`config.mk`:
```
export PLATFORM = sky130hd
export DESIGN_NAME = multi_edge_detector
export DESIGN_NICKNAME = d
export VERILOG_FILES = /design/src/rtl/edge_det_pkg.sv /design/src/rtl/edge_det_channel.sv /design/src/rtl/multi_edge_detector.sv
export SDC_FILE = /design/constraint.sdc
export NUM_CORES = 1
export LEC_CHECK = 0
export ABC_CLOCK_PERIOD_IN_PS = 2500
export CAP_MARGIN = 40
export CORE_ASPECT_RATIO = 1.2
export CORE_UTILIZATION = 52
export CTS_CLUSTER_SIZE = 28
export DETAILED_ROUTE_END_ITERATION = 8
export PLACE_DENSITY = 0.8
export SETUP_SLACK_MARGIN = 0.2
export SLEW_MARGIN = 25
export SYNTH_ARGS = -nofsm -noshare
export SYNTH_HDL_FRONTEND = slang
export SYNTH_SLANG_ARGS = --single-unit
```
`constraint.sdc`:
```
create_clock -name clk -period 2.5 [get_ports clk]
set_input_delay 0.5 -clock clk [delete_from_list [all_inputs] [get_ports clk]]
set_output_delay 0.5 -clock clk [all_outputs]
set_load 0.05 [all_outputs]
```
`src/rtl/edge_det_pkg.sv`:
```
// Shared types and default parameter values for the multi-channel edge detector.
package edge_det_pkg;

    typedef enum logic [1:0] {
        EDGE_NONE = 2'b00,
        EDGE_RISE = 2'b01,
        EDGE_FALL = 2'b10,
        EDGE_BOTH = 2'b11
    } edge_mode_e;

    localparam int DEF_NUM_CH          = 4;
    localparam int DEF_SYNC_STAGES     = 2;
    localparam int DEF_DEBOUNCE_CYCLES = 4;

endpackage

```
`src/rtl/edge_det_channel.sv`:
```
// One channel: input synchronizer, debounce counter, edge qualification and sticky flag.
module edge_det_channel
    import edge_det_pkg::*;
#(
    parameter int SYNC_STAGES     = DEF_SYNC_STAGES,
    parameter int DEBOUNCE_CYCLES = DEF_DEBOUNCE_CYCLES
) (
    input  logic       clk,
    input  logic       rst,
    input  logic       data_in,
    input  logic [1:0] mode,
    input  logic       flag_clr,
    output logic       level,
    output logic       pulse,
    output logic       flag
);

    localparam int CW = $clog2(DEBOUNCE_CYCLES + 1);

    logic [SYNC_STAGES-1:0] sync;
    logic [CW-1:0]          cnt;
    logic                   sync_q;
    logic                   differ;
    logic                   commit;
    logic                   qual;
    edge_mode_e             emode;

    assign sync_q = sync[SYNC_STAGES-1];
    assign differ = (sync_q != level);
    // Commit on the edge that closes the DEBOUNCE_CYCLES-th differing cycle.
    assign commit = differ && (cnt == CW'(DEBOUNCE_CYCLES - 1));
    assign emode  = edge_mode_e'(mode);

    always_comb begin
        qual = 1'b0;
        if (commit) begin
            if (sync_q)
                qual = (emode == EDGE_RISE) || (emode == EDGE_BOTH);
            else
                qual = (emode == EDGE_FALL) || (emode == EDGE_BOTH);
        end
    end

    always_ff @(posedge clk) begin
        if (rst) begin
            sync  <= '0;
            cnt   <= '0;
            level <= 1'b0;
            pulse <= 1'b0;
            flag  <= 1'b0;
        end else begin
            sync <= {sync[SYNC_STAGES-2:0], data_in};
            if (commit) begin
                level <= sync_q;
                cnt   <= '0;
            end else if (differ) begin
                cnt <= cnt + CW'(1);
            end else begin
                cnt <= '0;
            end
            pulse <= qual;
            // A new event outranks a simultaneous clear.
            flag  <= qual | (flag & ~flag_clr);
        end
    end

endmodule

```
`src/rtl/multi_edge_detector.sv`:
```
// Array of independent debounced edge-detecting channels with sticky event flags.
module multi_edge_detector
    import edge_det_pkg::*;
#(
    parameter int NUM_CH          = DEF_NUM_CH,
    parameter int SYNC_STAGES     = DEF_SYNC_STAGES,
    parameter int DEBOUNCE_CYCLES = DEF_DEBOUNCE_CYCLES
) (
    input  logic                clk,
    input  logic                rst,
    input  logic [NUM_CH-1:0]   data_in,
    input  logic [2*NUM_CH-1:0] mode,
    input  logic [NUM_CH-1:0]   flag_clr,
    output logic [NUM_CH-1:0]   level_out,
    output logic [NUM_CH-1:0]   pulse_out,
    output logic [NUM_CH-1:0]   flag_out
);

    if (NUM_CH < 1 || NUM_CH > 32) begin : g_bad_num_ch
        $error("multi_edge_detector: NUM_CH must be 1..32");
    end
    if (SYNC_STAGES < 2) begin : g_bad_sync
        $error("multi_edge_detector: SYNC_STAGES must be >= 2");
    end
    if (DEBOUNCE_CYCLES < 1) begin : g_bad_deb
        $error("multi_edge_detector: DEBOUNCE_CYCLES must be >= 1");
    end

    for (genvar i = 0; i < NUM_CH; i++) begin : g_ch
        edge_det_channel #(
            .SYNC_STAGES     (SYNC_STAGES),
            .DEBOUNCE_CYCLES (DEBOUNCE_CYCLES)
        ) u_ch (
            .clk      (clk),
            .rst      (rst),
            .data_in  (data_in[i]),
            .mode     (mode[2*i +: 2]),
            .flag_clr (flag_clr[i]),
            .level    (level_out[i]),
            .pulse    (pulse_out[i]),
            .flag     (flag_out[i])
        );
    end

endmodule

```
# --- Yosys cells after proc, flatten, opt, wreduce, memory -nomap -nowiden ---
# Index checks and enable logic that the tools add are counted.
totals:
  input_bits: 18
  elab_cells: 84
  register_bits: 32
classes:
  add_sub_neg: 4
  n_mux: 8
  n_bitwise: 16
  n_eq_ne: 20
  n_reduce_logical: 16
op_table:
  columns: ["cell", "count"]
  rows:
  - ["$eq A2 B2 Y1 const B", 8]
  - ["$add A3 B1 Y3 const B", 4]
  - ["$eq A3 B2 Y1 const B", 4]
  - ["$reduce_or A3 Y1", 4]
  - ["$eq A2 B1 Y1 const B", 4]
  - ["$logic_or A1 B1 Y1", 8]
  - ["$mux W1", 8]
  - ["$not A1 Y1", 8]
  - ["$and A1 B1 Y1", 4]
  - ["$logic_and A1 B1 Y1", 4]
  - ["$ne A1 B1 Y1", 4]
  - ["$or A1 B1 Y1", 4]

# --- Longest topological paths before layout ---
# Gate-level depths: netlist (run 1).
logic_depth:
  word_depth: 5
  ltp_mapped: 5

# --- Modules after synthesis ---
# A second synthesis (run 1) with hierarchy kept.
unflattened:
  hier_cells: 108
  area_unflattened_um2: 1181.1
modules_own_cells:
  columns: ["mod", "area_each_um2", "n_inst", "seq_area_each_um2", "cells_per_inst"]
  rows:
  - ["edge_det_channel", 295.3, 4, 160.2, 27]

# --- Worst setup path after synthesis (run 1) ---
# Ideal clock, no wire load.
synth_path:
  path_type: "input-to-reg"
  from: "input port rst"
  to: "register g_ch[1].u_ch.flag"
  t_arrival_ns: 0.966
  slack_ns: 1.446
  path_stages: 3
  setup_time_ns: 0.088
  path_cell_list: "buf_6 buf_6 o32ai_2"
synth_rtl:
  columns: ["item", "line_no", "text"]
  rows:
  - ["start, declared", "multi_edge_detector.sv:10", "input logic rst,"]
  - ["end signal, assigned", "edge_det_channel.sv:63", "flag <= qual | (flag & ~flag_clr);"]
  - ["end, declared", "edge_det_channel.sv:15", "output logic flag"]
# No word-level cell between the ends.

# --- Final worst setup path (run 1) ---
layout_path:
  from: "register g_ch[1].u_ch.level"
  to: "output port level_out[1]"
layout_rtl:
  columns: ["item", "line_no", "text"]
  rows:
  - ["start, declared", "edge_det_channel.sv:13", "output logic level,"]
  - ["start signal, assigned", "edge_det_channel.sv:54", "level <= sync_q;"]
  - ["end, declared", "multi_edge_detector.sv:14", "output logic [NUM_CH-1:0] level_out,"]
# No word-level cell between the ends.

==> results of run 1 <==
-- layout make-up --
cell class / count / area share [%]
flip-flops and latches: 32 / 39.4
multi-input cells: 68 / 31.4
repair buffers: 30 / 18.3
clock buffers: 7 / 4.00
inverters: 12 / 2.77
well taps: 31 / 2.38
clock inverters: 1 / 1.84
-- final timing paths --
kind              depth (start not counted)                              to  slack (ps)                             from
hold / removal                            1  g_ch[0].u_ch.cnt[0]$_SDFF_PP0_         430   g_ch[0].u_ch.cnt[0]$_SDFF_PP0_
setup reg to reg                          4    g_ch[1].u_ch.flag$_SDFF_PP0_        1370   g_ch[1].u_ch.cnt[0]$_SDFF_PP0_
hold reg to reg                           1  g_ch[0].u_ch.cnt[0]$_SDFF_PP0_         430   g_ch[0].u_ch.cnt[0]$_SDFF_PP0_
setup / recovery                          1                    level_out[1]         480  g_ch[1].u_ch.level$_SDFFE_PP0P_
-- per-layer routing --
layer / part of all wire [%] / up-vias
li1: - / 438
met1: 41 / 374
met2: 53 / 25
met3: 5.4 / 2
met4: 0.74 / 0
met5: 0 / -
-- sequential cells by signal, summed over array words and instances (netlist names) --
| name | cells |
|---|---|
| g_ch.u_ch.flag | 4 |
| g_ch.u_ch.level | 4 |
| g_ch.u_ch.sync | 8 |
| g_ch.u_ch.cnt | 12 |
| g_ch.u_ch.pulse | 4 |
-- synthesized netlist by cell type --
cell      number
o21ai_1        4
dfxtp_1       32
buf_4         12
ha_1           8
and2b_1        4
nor2b_1        8
nand2b_1       4
inv_1         12
buf_6          3
o32ai_2        4
nor2b_2        4
a22oi_2        4
nor3_1         4
mux2i_1        4
nor2_1        20
-- power breakdown --
group / internal, mW / switching (mW)
Sequential: 0.517 / 0.00387
Clock: 0.266 / 0.166
Combinational: 0.0339 / 0.0192
Total: 0.817 / 0.189
-- cell usage in the layout (no fill, tap or decap) --
cell type	instances
dfxtp_1	32
o21ai_1	4
inv_1	12
nor3_1	4
ha_1	8
a22oi_2	4
mux2i_1	4
nor2b_1	8
o32ai_2	4
bufinv_16	1
buf_4	1
nor2b_2	4
clkbuf_4	5
clkbuf_8	2
and2b_1	4
nor2_1	20
nand2b_1	4
clkdlybuf4s50_1	29
-- per-stage QoR --
| stage | power, mW | setup slack, ps | hold WS [ps] |
|---|---|---|---|
| 2_1_floorplan | 0.558 | 1450 | 399 |
| 3_3_place_gp | 0.585 | 863 | 405 |
| 3_5_place_dp | 0.587 | 840 | 422 |
| 6_report | 1.01 | 479 | 428 |
| 5_1_grt | 1.05 | 413 | 466 |
| 4_1_cts | 1.02 | 459 | 437 |
-- cell families (layout without fill, tap and decap cells) --
| kind of cell | Yosys count | count (layout) |
|---|---|---|
| AO/OA/AOI/OAI | 12 | 12 |
| multiplexers | 4 | 4 |
| buffers and inverters | 27 | 50 |
| adder cells (fa/ha/maj) | 8 | 8 |
| AND/OR/NAND/NOR | 44 | 44 |
| flip-flops | 32 | 32 |
==> key figures, run 1 <==
Synthesis
  – Dominant cell type by area after synthesis: dfxtp_1
  – Post-Synth XOR/XNOR Area: 0%
  – Register bit total from synthesis: 32
  – Mux share of post-synthesis cell area: 3.03%
  – Combinational family with the most area after synthesis: simple AND/OR/NAND/NOR gates
  – Sequential-to-total area share from yosys stat: 48.5%
  – Simple-gate share of the synthesized area: roughly 18%
  – Post-Syn Instances: between 100 and 150
  – Post-synthesis compound-gate area fraction: around a tenth
  – YS warnings: 0
  – Cell variety after synth: 15
  – Area contributors post-synth: dfxtp_1, ha_1, buf_4
  – Post-Synth Adder-Cell Area: about 7.6%
  – Syn_area_per_cell: 10.4 um2
  – Synth Net Count: 153
  – Syn Std Cell Area: roughly 1300 um2
  – Yosys top cell area share: 48.5%

Setup path
  – Worst EP required: 2000 ps
  – CP max stage delay: 820 ps
  – Cells along the critical path: clkdlybuf4s50_1
  – Worst EP arrival: 1520 ps
  – Crit-path max FO: 4
  – CP max stage cell: clkdlybuf4s50_1
  – CP Capture Type: output pin
  – Crit path buf inv count: 1
  – Setup CP Type: flip-flop to output pin
  – CP delay by family, top: buffers and inverters
  – Crit start category: flip-flop

Clocking
  – H-tree Lvls: 2
  – Post-CTS Setup Bufs: 0
  – Inserted Clock Buffers: 5
  – Post-CTS Hold Fix Bufs: 0
  – CTS tree: yes
  – Clock Latency Late Sink: ~320 ps
  – CTS Buffer Depth: 2
  – Clock sinks: 32
  – Clk pin slew, worst setup/hold paths: 100 ps
  – Post-CTS sizing: 0
  – Clk root buf: clkbuf_4

Pwr
  – Maximum vdd drop: 0.611 mV
  – Pleak: 0.609 nW
  – Pwr dens: between 600 and 700 nW/um2

Global route
  – Largest net degree at the start of global routing: 29
  – Most Crowded Layer GR: met2
  – Met2 Track Usage GR: 29.2%
  – Overall global routing resource usage: 17.3%
  – GRT Residual Overflow: 0
  – First-pass GRT wire length: roughly 3300 um
  – Grt met1 use: 16.6%
  – Met3 Use GR: 4.75%
  – Vias in the first global route: roughly 850
  – Initial antenna violation count: 0

Drt
  – Routed length per instance: around 10 um
  – DR iter-0 viols: 7
  – Final wirelength: about 1900 um
  – Drc violations: 0
  – Routed vias: 839
  – DR pass1 iterations: 3
  – Routed Antenna Nets: 0
  – Vias per inst: 4.64

Timing
  – Minimum clock period after layout: just over 2000 ps
  – Fin. Hold Viols: 0
  – Layout Skew: approximately 12 ps
  – Final slew viol count: 0
  – Slew margin rel.: 66.5%
  – Achievable Freq: ~0.5 GHz
  – Setup TNS: 0 ps
  – Unrepaired setup endpoints after global routing: false
  – Tightest Pin Transition: 501 ps
  – Final setup fails: 0
  – Period Utilization, post-route: 80.8%

Floorplan
  – FP Rows: 19
  – Chip Height: between 50 and 60 um
  – Full die area: 2740 um2
  – Initial Utilization: 56.1%
  – Die Width: around 48 um
  – # IOs: 30
  – Core area: 2350 um2

Finish
  – Fin util: 69.2%
  – Multi-input gate area: around 510 um2
  – Final Instance Count excl. Fillers: 181
  – Fillers: 169
  – Layout area overhead: 23.3%
  – Register area: 641 um2
  – Fin nets: 175
  – Fin area: between 1500 and 2000 um2
  – Ratio of cells with drive above 1 in the final layout: 14.0%
  – Antenna Cells: 0

Place
  – PortBufs: 29
  – DP Cell Count: 173
  – DP Area: approximately 1500 um2
  – Hpwl dp: 1430 um
  – Placer Congestion: between 0.6 and 0.7

Run
  – Max_cap viols: 0

Min path
  – Worst Hold Class: flip-flop to flip-flop

Run status
  – Status: finished clean
Note: power is estimated with default switching activity, not from simulation.
==> inputs of run 2 (changes only) <==
--- a/config.mk
+++ b/config.mk
@@ -5,13 +5,13 @@
 export SDC_FILE = /design/constraint.sdc
 export NUM_CORES = 1
 export LEC_CHECK = 0
-export ABC_CLOCK_PERIOD_IN_PS = 2500
+export ABC_CLOCK_PERIOD_IN_PS = 1900
 export CAP_MARGIN = 40
 export CORE_ASPECT_RATIO = 1.2
-export CORE_UTILIZATION = 52
+export CORE_UTILIZATION = 48
 export CTS_CLUSTER_SIZE = 28
 export DETAILED_ROUTE_END_ITERATION = 8
-export PLACE_DENSITY = 0.8
+export PLACE_DENSITY = 0.75
 export SETUP_SLACK_MARGIN = 0.2
 export SLEW_MARGIN = 25
 export SYNTH_ARGS = -nofsm -noshare
==> constraint.sdc (replaced) <==
create_clock -name clk -period 1.9 [get_ports clk]
set_input_delay 0.38 -clock clk [delete_from_list [all_inputs] [get_ports clk]]
set_output_delay 0.38 -clock clk [all_outputs]
set_load 0.05 [all_outputs]
==> run 2 against run 1 <==
- clock power is 9.3% lower
- setup slack got worse by 190 ps
- global-route usage is 1.9 points lower
- routed wire length fell by 3.2%
- critical endpoint is now level_out[2]
- largest cell class unchanged
- highest routed layer unchanged
==> key figures, run 2 (same netlist as run 1, synthesis figures left out) <==
Floorplan
  – FP Rows: 20
  – Initial Utilization: 51.2%
  – # IOs: 30
  – Die Width: between 40 and 50 um
  – Core area: 2580 um2
  – Chip Height: 59.4 um
  – Full die area: 2960 um2

Finish
  – Layout area overhead: 20.8%
  – Most frequent cells in the layout: dfxtp_1, nor2_1, clkdlybuf4s50_1
  – Fillers: 232
  – Commonest non-fill, non-tap cell in the layout: dfxtp_1
  – Top reg by flops: g_ch.u_ch.cnt
  – Antenna Cells: 0
  – Ratio of cells with drive above 1 in the final layout: 14.0%
  – Regs by FF count: g_ch.u_ch.cnt: 12 flops, g_ch.u_ch.sync: 8 flops
  – Max reg flops: 12
  – Fin area: 1590 um2
  – Fin nets: 175

Setup path
  – Crit-path max FO: 4
  – CP Capture Type: output pin
  – Worst EP arrival: between 1000 and 1500 ps
  – Reg2reg setup slack: 800 ps
  – R2R depth: 4
  – CP max stage cell: dlygate4sd2_1
  – Worst EP required: 1520 ps
  – CP delay by family, top: buffers and inverters
  – Crit path buf inv count: 1
  – Reg-to-Reg End: g_ch[2].u_ch.flag$_SDFF_PP0_
  – CP max stage delay: 540 ps
  – FF-to-FF Start: g_ch[2].u_ch.cnt[0]$_SDFF_PP0_
  – Setup CP Type: flip-flop to output pin
  – Cells along the critical path: dlygate4sd2_1
  – Crit start category: flip-flop

Timing
  – Unrepaired setup endpoints after global routing: false
  – Layout Skew: a little over 8 ps
  – Final setup fails: 0
  – Fin. Hold Viols: 0
  – Slew margin rel.: 66.2%
  – Achievable Freq: 0.619 GHz
  – Final setup margin: 285 ps
  – Tightest Pin Transition: 509 ps
  – Setup TNS: 0 ps
  – Period Utilization, post-route: 85.0%
  – Final slew viol count: 0
  – Minimum clock period after layout: 1620 ps

Pwr
  – Pleak: 0.659 nW
  – Maximum vdd drop: 0.570 mV
  – Pwr dens: 721 nW/um2

Clocking
  – H-tree Lvls: 2
  – Clk pin slew, worst setup/hold paths: ~90 ps
  – Inserted Clock Buffers: 5
  – Post-CTS Setup Bufs: 0
  – Clock sinks: 32
  – CTS Buffer Depth: 2
  – CTS tree: yes
  – Clk root buf: clkbuf_4
  – Clock Latency Late Sink: roughly 330 ps

Place
  – DP Worst Slack: 355 ps
  – PortBufs: 29
  – Placer Congestion: 0.708
  – Hpwl dp: roughly 1300 um
  – DP Area: 1550 um2

Run
  – Max_cap viols: 0

Run status
  – Status: finished clean

Min path
  – Hold Startpoint: g_ch[0].u_ch.cnt[0]$_SDFF_PP0_
  – WHS Endpoint: g_ch[0].u_ch.cnt[0]$_SDFF_PP0_
  – Worst Hold Class: flip-flop to flip-flop
  – Worst hold path depth: 1

Global route
  – First-pass GRT wire length: 3260 um
  – GRT Residual Overflow: 0
  – Initial antenna violation count: 0
  – Overall global routing resource usage: 15.5%
  – Largest net degree at the start of global routing: 29
  – Vias in the first global route: 830

Drt
  – Routed vias: 839
  – Routed Antenna Nets: 0
  – Routed length per instance: approximately 10 um
  – Drc violations: 0
  – Final wirelength: 1820 um
  – DR iter-0 viols: 18
  – Vias per inst: 4.58
  – DR pass1 iterations: 3
[run 2: changes by cell type in the layout (fill, tap and decap cells not counted), sizes merged]
| cell | before | now |
|---|---|---|
| clkinv | 0 | 2 |
| dlygate4sd2 | 0 | 12 |
| bufinv | 1 | 0 |
| clkdlybuf4s50 | 29 | 17 |
| clkbuf | 7 | 6 |
[run 2: final cells by class]
class / instances / area [um2] / share of cell area (%)
tap: 33 / 41.3 / 2.59
sequential: 32 / 641 / 40.2
clock inverter: 2 / 10.0 / 0.628
clock buffer: 6 / 51.3 / 3.22
timing repair buffer: 30 / 295 / 18.5
multi-input combinational: 68 / 510 / 32.0
inverter: 12 / 45.0 / 2.83
[run 2: timing repair]
action / in CTS / in global routing
hold endpoints to repair: 0 / 0
resized for setup: 12 / 0
endpoints found under the setup margin: 12 / 0
hold buffers: 0 / 0
[run 2: worst max-delay path by stage]
| stage | cells after the start | slack [ps] | end | start |
|---|---|---|---|---|
| 2_1_floorplan | 4 | 890 | g_ch[0].u_ch.flag$_SDFF_PP0_ | g_ch[0].u_ch.cnt[0]$_SDFF_PP0_ |
| 3_3_place_gp | 1 | 380 | level_out[1] | g_ch[1].u_ch.level$_SDFFE_PP0P_ |
| 3_5_place_dp | 1 | 350 | level_out[2] | g_ch[2].u_ch.level$_SDFFE_PP0P_ |
| 4_1_cts | 1 | 260 | level_out[2] | g_ch[2].u_ch.level$_SDFFE_PP0P_ |
| 5_1_grt | 1 | 200 | level_out[1] | g_ch[1].u_ch.level$_SDFFE_PP0P_ |
| 6_report | 1 | 280 | level_out[2] | g_ch[2].u_ch.level$_SDFFE_PP0P_ |
[run 2: metrics by stage]
step | hold slack, ps | cells | power, mW | util, %
5_1_grt | 436 | 183 | 1.21 | 61.8
6_report | 421 | 183 | 1.15 | 61.8
2_1_floorplan | 399 | 127 | 0.734 | -
3_5_place_dp | 410 | 175 | 0.775 | 60.0
3_3_place_gp | 406 | 175 | 0.774 | 60.0
4_1_cts | 425 | 183 | 1.17 | 61.8
[run 2: power breakdown]
group	switching (mW)	internal, mW	total, mW
Sequential	0.00505	0.681	0.686
Combinational	0.0259	0.0474	0.0733
Clock	0.215	0.176	0.391
Total	0.246	0.904	1.15
[run 2: per-layer routing]
metal | share of wire [%] | global-route usage, % | wire [um]
met1 | 43 | 15.9 | 783
met2 | 48 | 25.7 | 880
met3 | 7.1 | 7.69 | 129
met4 | 1.6 | 8.57 | 29
met5 | 0 | 0 | 0
